File: src/rtl/reg_file.sv
// -----------------------------------------------------------------------------
// reg_file
//
// General-purpose register file for the single-cycle CPU. It holds 2**ADDR_W
// registers of DATA_W bits. Register 0 always reads as zero. There are two
// combinational read ports for the rs/rt operands and one clocked write port.
// An optional same-cycle write-to-read bypass is provided. A debug read port
// always shows stored state. A committed-write counter supports bench and
// board observation.
//
// Parameters
//   DATA_W  register width in bits
//   ADDR_W  register address width (depth = 2**ADDR_W)
//   BYPASS  1: a read of the register being written returns WriteData
//           0: a read of the register being written returns the stored value
//   CNT_W   width of the committed-write counter (wraps, no saturation)
//
// Ports
//   clk        in   rising-edge clock for all state
//   rst_n      in   async active-low reset; clears registers and counter
//   RegWrite   in   write enable from the control unit
//   WriteReg   in   destination register (from the RegDst mux)
//   WriteData  in   write-back value
//   ReadReg1   in   rs address
//   ReadReg2   in   rt address
//   ReadData1  out  rs value, combinational
//   ReadData2  out  rt value, combinational
//   dbg_addr   in   debug read address
//   dbg_data   out  debug read value, combinational, never bypassed
//   wr_count   out  number of committed writes, modulo 2**CNT_W
// -----------------------------------------------------------------------------
module reg_file #(
    parameter int DATA_W = 32,
    parameter int ADDR_W = 5,
    parameter int BYPASS = 1,
    parameter int CNT_W  = 16
) (
    input  logic              clk,
    input  logic              rst_n,
    input  logic              RegWrite,
    input  logic [ADDR_W-1:0] WriteReg,
    input  logic [DATA_W-1:0] WriteData,
    input  logic [ADDR_W-1:0] ReadReg1,
    input  logic [ADDR_W-1:0] ReadReg2,
    output logic [DATA_W-1:0] ReadData1,
    output logic [DATA_W-1:0] ReadData2,
    input  logic [ADDR_W-1:0] dbg_addr,
    output logic [DATA_W-1:0] dbg_data,
    output logic [CNT_W-1:0]  wr_count
);

    localparam int DEPTH = 2 ** ADDR_W;

    logic [DATA_W-1:0] r_regs [DEPTH];
    logic [CNT_W-1:0]  r_wr_count;

    // A write commits only when it targets a real register. Writes to r0 are
    // dropped and are not counted.
    logic w_commit;
    assign w_commit = RegWrite && (WriteReg != '0);

    // -------------------------------------------------------------------------
    // Storage
    // Each register has its own decoded enable. An unknown address with
    // RegWrite low therefore cannot disturb any entry. Entry 0 is never
    // written and stays at its reset value.
    // -------------------------------------------------------------------------
    // NOTE: the whole array is cleared by the async reset because the CPU
    // relies on every register reading 0 right after reset. This makes the
    // array flops rather than RAM, which suits a 32-entry file.
    always_ff @(posedge clk or negedge rst_n) begin
        if (!rst_n) begin
            for (int i = 0; i < DEPTH; i++) begin
                r_regs[i] <= '0;
            end
        end else begin
            for (int i = 1; i < DEPTH; i++) begin
                // NOTE: non-blocking assignments keep every flop updating
                // from pre-edge values, independent of statement order.
                if (w_commit && (WriteReg == ADDR_W'(i))) begin
                    r_regs[i] <= WriteData;
                end
            end
        end
    end

    // -------------------------------------------------------------------------
    // Committed-write counter, updated on the same edge as the write
    // -------------------------------------------------------------------------
    always_ff @(posedge clk or negedge rst_n) begin
        if (!rst_n) begin
            r_wr_count <= '0;
        end else if (w_commit) begin
            r_wr_count <= r_wr_count + CNT_W'(1);
        end
    end

    assign wr_count = r_wr_count;

    // -------------------------------------------------------------------------
    // Read ports
    // Priority: r0 -> 0, then the bypass hit -> WriteData, then stored value.
    // The bypass deliberately ignores rst_n. During reset the stored value is
    // already 0, and a bypassed read still shows WriteData.
    // -------------------------------------------------------------------------
    function automatic logic [DATA_W-1:0] sel_read(
        input logic [ADDR_W-1:0] addr,
        input logic [DATA_W-1:0] stored
    );
        logic [DATA_W-1:0] value;
        if (addr == '0) begin
            value = '0;
        end else if ((BYPASS != 0) && RegWrite && (addr == WriteReg)) begin
            value = WriteData;
        end else begin
            value = stored;
        end
        return value;
    endfunction

    logic [DATA_W-1:0] w_rd1;
    logic [DATA_W-1:0] w_rd2;
    logic [DATA_W-1:0] w_dbg;

    always_comb begin
        // NOTE: every combinational output gets a default first, so no path
        // can leave it unassigned and infer a latch.
        w_rd1 = '0;
        w_rd2 = '0;
        w_dbg = '0;

        w_rd1 = sel_read(ReadReg1, r_regs[ReadReg1]);
        w_rd2 = sel_read(ReadReg2, r_regs[ReadReg2]);

        // The debug port shows committed state only and never takes the bypass.
        if (dbg_addr != '0) begin
            w_dbg = r_regs[dbg_addr];
        end
    end

    assign ReadData1 = w_rd1;
    assign ReadData2 = w_rd2;
    assign dbg_data  = w_dbg;

endmodule

File: config.mk
export PLATFORM = sky130hd
export DESIGN_NAME = reg_file
export DESIGN_NICKNAME = d
export VERILOG_FILES = /design/src/rtl/reg_file.sv
export SDC_FILE = /design/constraint.sdc
export NUM_CORES = 2
export LEC_CHECK = 0
export CAP_MARGIN = 40
export CELL_PAD_IN_SITES_DETAIL_PLACEMENT = 1
export CELL_PAD_IN_SITES_GLOBAL_PLACEMENT = 1
export CORE_AREA = 10 10 442 444
export DETAILED_ROUTE_END_ITERATION = 6
export DIE_AREA = 0 0 452 454
export DONT_BUFFER_PORTS = 1
export HOLD_SLACK_MARGIN = 0.1
export PLACE_DENSITY_LB_ADDON = 0.1
export SETUP_SLACK_MARGIN = 0.1
export SKIP_CTS_REPAIR_TIMING = 1
export SYNTH_ARGS = -nofsm -noshare
export SYNTH_HDL_FRONTEND = slang
export SYNTH_SLANG_ARGS = --single-unit
File: constraint.sdc
create_clock -name clk -period 3.94 [get_ports clk]
set_input_delay 0.591 -clock clk [delete_from_list [all_inputs] [get_ports clk]]
set_output_delay 0.591 -clock clk [all_outputs]
set_load 0.02 [all_outputs]
Word-level counts from Yosys, hierarchy flattened --
Index checks and enable logic that the tools add are counted.
Word-level totals: memory bits (writable) 0, memories kept 0, logic and storage cells 124, latch bits 0, output and inout bits 112, ROM bits 0, bits of input ports 55, register bits after elaboration 1008
Operators by class: add/subtract/negate cells 1, div/mod/pow operators 0, bitwise operators 3, multipliers 0, eq/ne operators 33, shift operators 0, multiplexer cells 14, magnitude comparators 3, reductions and logical operators 38
Operators with widths (count):
- 32-bit binary-select mux with 5-bit select | 3
- 32-bit 2-to-1 mux | 11
- 5-bit equality test (second input constant) | 16
- 5-bit by 4-bit equality test with 1-bit output (second input constant) | 8
- 1-bit logical AND | 34
- 5-bit by 3-bit equality test with 1-bit output (second input constant) | 4
- 6-bit >= comparator (second input constant) | 3
- 5-bit inverter with 6-bit output | 3
- 16-bit by 1-bit adder with 16-bit output (second input constant) | 1
- 5-bit by 2-bit equality test with 1-bit output (second input constant) | 2
- 5-bit equality test | 2
- 5-bit logical NOT | 2
- 5-bit nonzero test | 2
- 5-bit by 1-bit equality test with 1-bit output (second input constant) | 1

Longest topological paths before layout --
word-level depth 6, mapped depth 10, gate-level depth less buffers 5

Worst setup path after synthesis --
Ideal clock, no wire load.
path kind input-to-output, start in dbg_addr[2], end out dbg_data[0], data required time 3.349 ns, slack 0.823 ns, arrival 2.526 ns, stages on the path 6, buffers on the path 3, cells stage by stage buf_2 > clkbuf_1 > clkbuf_1 > mux4_2 > mux4_2 > mux2_2
On the way: word-level cells in the longest chain between the ends 5, elaborated cells on any way between the ends 6, classes of those cells 4 x mux; 1 x bitwise; 1 x reduce/logical
Ends and longest elaborated chain:
- from (decl) | RTL line 47 | input logic [ADDR_W-1:0] dbg_addr,
- 5-bit inverter with 6-bit output (not written as such) | RTL line 137 | w_dbg = r_regs[dbg_addr];
- 32-bit binary-select mux with 5-bit select | RTL line 137
- 32-bit 2-to-1 mux (not written as such) (2 in a row) | RTL line 137
- 32-bit 2-to-1 mux * | RTL line 136 | if (dbg_addr != '0) begin
- to (decl) | RTL line 48 | output logic [DATA_W-1:0] dbg_data,
Mark *: on every way between the ends. The rest lies on a longest branch, timed or not. The select of a mux whose other input is x is not followed.

Worst setup path in the final report --
start in ReadReg2[0], end out ReadData2[21]
On the way: word-level cells in the longest chain between the ends 6, elaborated cells on any way between the ends 9, classes of those cells 1 x eq/ne; 5 x mux; 1 x bitwise; 2 x reduce/logical
Ends and longest elaborated chain:
- from (decl) | RTL line 44 | input logic [ADDR_W-1:0] ReadReg2,
- 5-bit inverter with 6-bit output (not written as such) | RTL line 133 | w_rd2 = sel_read(ReadReg2, r_regs[ReadReg2]);
- 32-bit binary-select mux with 5-bit select | RTL line 133
- 32-bit 2-to-1 mux (not written as such) (2 in a row) | RTL line 133
- 32-bit 2-to-1 mux | RTL line 113 | end else if ((BYPASS != 0) && RegWrite && (addr == WriteReg)) begin
- 32-bit 2-to-1 mux * | RTL line 111 | if (addr == '0) begin
- to (decl) | RTL line 46 | output logic [DATA_W-1:0] ReadData2,
Marks and branches as above.

==> key figures <==
CTS
  • CTS tree: yes
  • Max clock buf depth: 3
  • CTS buffer count: 130
  • CTS H-Tree Depth: 4
  • Total clock sinks: 1008
  • Root Driver: clkbuf_16
  • Clock slew at reported path FFs: 0.05 ns
  • Worst-Skew Late Latency: 0.81 ns

Placed design
  • Port-buffer cells: 0
  • Placed cell count: 6647
  • Pre-CTS setup slack: 0.292 ns
  • Placer Congestion: 0.781
  • HPWL after DPL: 155 mm

Setup path
  • Crit-path max FO: 339
  • R2R depth: 5
  • Worst r2r dst: wr_count[8]
  • Crit path DAT: 3.62 ns
  • Worst path required time: 3.35 ns
  • Setup CP Type: input pin to output port
  • CP Buf/Inv Count: 1
  • Crit end category: output port
  • CP endpoint: ReadData2[21]
  • Crit-path cells: mux4_2 > nor2b_1 > a211oi_1 > a21oi_1 > a32o_1 > buf_12
  • Levels on crit path: 6
  • Max stage delay cell, worst path: mux4_2
  • Cell family with most CP delay: multiplexers
  • Worst Setup SP: ReadReg2[0]
  • Crit-path max cell delay: 1.01 ns
  • Reg2reg setup slack: around 2.3 ns
  • Worst r2r src: wr_count[0]
  • Startpoint Class: input pin

Logic synthesis
  • Synthesis warning total: 32
  • Complex-gate fraction of the synthesized area: 0.0666
  • Primary FF master, synth: dfrtp_1
  • Adder-Cell Fraction of Synth Area: 0.000198
  • #FFs+latches synth: a little over 1k
  • Synth unique cells: 45
  • Mapped Cells: 4515
  • Top cells by area, synth: dfrtp_1 40%, mux4_2 20%, mux2_2 15%
  • Largest family of logic cells by synthesized area: multiplexers
  • EDFF count, synth: 0
  • Asr flop ratio synth: 1.00
  • Mapped Area: 0.0630 sq mm
  • Sequential fraction of the synthesis area: 0.400
  • Synth Area in XOR/XNOR: 0.00306
  • Multiplexer share of the synthesized area: 0.469
  • Area leader, netlist: dfrtp_1
  • Synthesized area per cell: 14.0 sq um
  • Syn Nets: 4571
  • Post-Synth Simple-Gate Area: 0.0231
  • Share of the synthesized area in the top cell type: 0.400

Routing
  • Initial drt markers: 3744
  • Vias per inst: 6.40
  • DRC Markers: 0
  • DR WL/cell: 41.0 um
  • DR vias: 44.2k
  • Total routed wirelength: 283 mm
  • Remaining antenna violation count: 0
  • DRT Pass-1 Iters: 5

Power
  • Leak: 30.0 nW
  • Net load switching power: approximately 11 mW
  • P_int: between 20 and 25 mW
  • Combinational fraction of design power: 0.244
  • Pwr Density: just under 500 mW/mm^2
  • Peak VDD IR: around 0.00047 V
  • Switching share of power: 0.309
  • Sequential share of power: 0.414
  • Clk pwr share: 0.343

Run
  • Max Cap Viol: 0

Worst hold path
  • Min-delay worst type: input pin to flip-flop
  • Worst hold start: WriteData[26]

Global routing
  • First-pass GRT wire length: roughly 390 mm
  • Initial antenna violation count: 5
  • Global route total overflow: 0
  • Pin count of the biggest net entering global routing: 340
  • Vias in the first global route: 44.8k
  • Total track usage: 0.265

Timing
  • WHS: between 0.1 and 0.15 ns
  • Fmax: 0.238 GHz
  • Final min period: 4.21 ns
  • Slew headroom: -0.0803
  • Count of final setup violators: 12
  • Worst-Margin Slew: 1.62 ns
  • Setup TNS Final: -0.813 ns
  • Fin crit share: 1.07
  • Setup ws final: -0.268 ns
  • RSZ-0062 raised after global routing: false
  • Clock Skews: 0.00393 ns
  • Final hold viol count: 0
  • Max-slew violations: 48

Final layout
  • Fin util: 0.381
  • Synthesis-to-layout area growth: 12.6%
  • Commonest non-fill, non-tap cell in the layout: dfrtp_1
  • Layout cells sized above 1: 0.416
  • Cell Count, Final, Fillers Out: 6909
  • Most frequent cells in the layout: 1008 x dfrtp_1, 835 x mux2_2, 560 x mux4_2
  • Final net count: 4376

Floorplan
  • Die height: 454 um
  • Die area: 0.205 sq mm
  • Row count: 159
  • Core area: roughly 0.19 sq mm
  • # IOs: 167
  • Die Wd: 452 um
  • Starting Density: 0.338

Status
  • Status: complete, but fails checks
  • Failing checks: slew limit, setup timing
==> layer usage <==
layer	part of all wire	GRT usage	routed length (um)
met1	0.44	0.363	125000
met2	0.46	0.417	129000
met3	0.064	0.0559	18100
met4	0.038	0.0906	10700
met5	0	0	0
==> per-stage QoR <==
step           power [mW]  cell area [sq um]
2_1_floorplan        20.3              63000
3_3_place_gp         22.7              66000
3_5_place_dp         22.8              66100
4_1_cts              35.0              70300
5_1_grt              36.6              71000
6_report             35.1              71000
==> cell type report <==
type / instances / area [sq um]
diodes: 4 / 10.0
clock inverters: 34 / 370
fillers: 18903 / 116000
well taps: 2495 / 3120
multi-input cells: 2982 / 35800
repair buffers: 194 / 2680
clock buffers: 188 / 3780
flip-flops and latches: 1008 / 25200
inverters: 4 / 15.0
==> synth_stat cells, types with 21 or more instances <==
master / number
a22oi_1: 128
o221ai_1: 80
mux2i_1: 416
a22o_1: 47
buf_2: 134
dfrtp_1: 1008
buf_6: 21
mux2_2: 835
nand2_1: 108
nor2b_1: 27
nand2b_1: 41
nor2_1: 37
a221o_1: 48
buf_4: 23
mux2_1: 302
a21oi_1: 142
buf_1: 52
o221a_1: 32
nor3_1: 52
mux4_2: 560
clkbuf_1: 291
==> power groups by stage <==
stage | combinational (mW) | sequential, mW | clock, mW
6_report | 8.56 | 14.5 | 12.0
5_1_grt | 9.05 | 14.8 | 12.7
4_1_cts | 8.26 | 14.4 | 12.3
3_5_place_dp | 8.22 | 14.6 | 0
3_3_place_gp | 8.13 | 14.5 | 0
2_1_floorplan | 6.47 | 13.9 | 0
==> how the worst min path moves through the flow <==
stage	end	slack, ns	cells past startpoint
final	r_regs[602]	0.13	2
after global routing	r_regs[521]	0.11	2
after CTS	wr_count[8]	-0.58	0
after detailed placement	wr_count[0]	0.30	0
after global placement	wr_count[1]	0.30	0
after floorplan	r_regs[0]	0.30	0
==> flip-flops by register name (all words and copies together) (netlist names) <==
register,count
r_regs,992
wr_count,16
==> cells by family (layout without fill, tap and decap cells) <==
family	Yosys count	count (layout)
xor+xnor	22	22
mux	2113	2113
fa+ha+maj	1	1
buf+inv	525	420
simple gates	301	301
flops	1008	1008
other cells	0	4
compound gates	545	545
(Power assumes the default switching activity.)
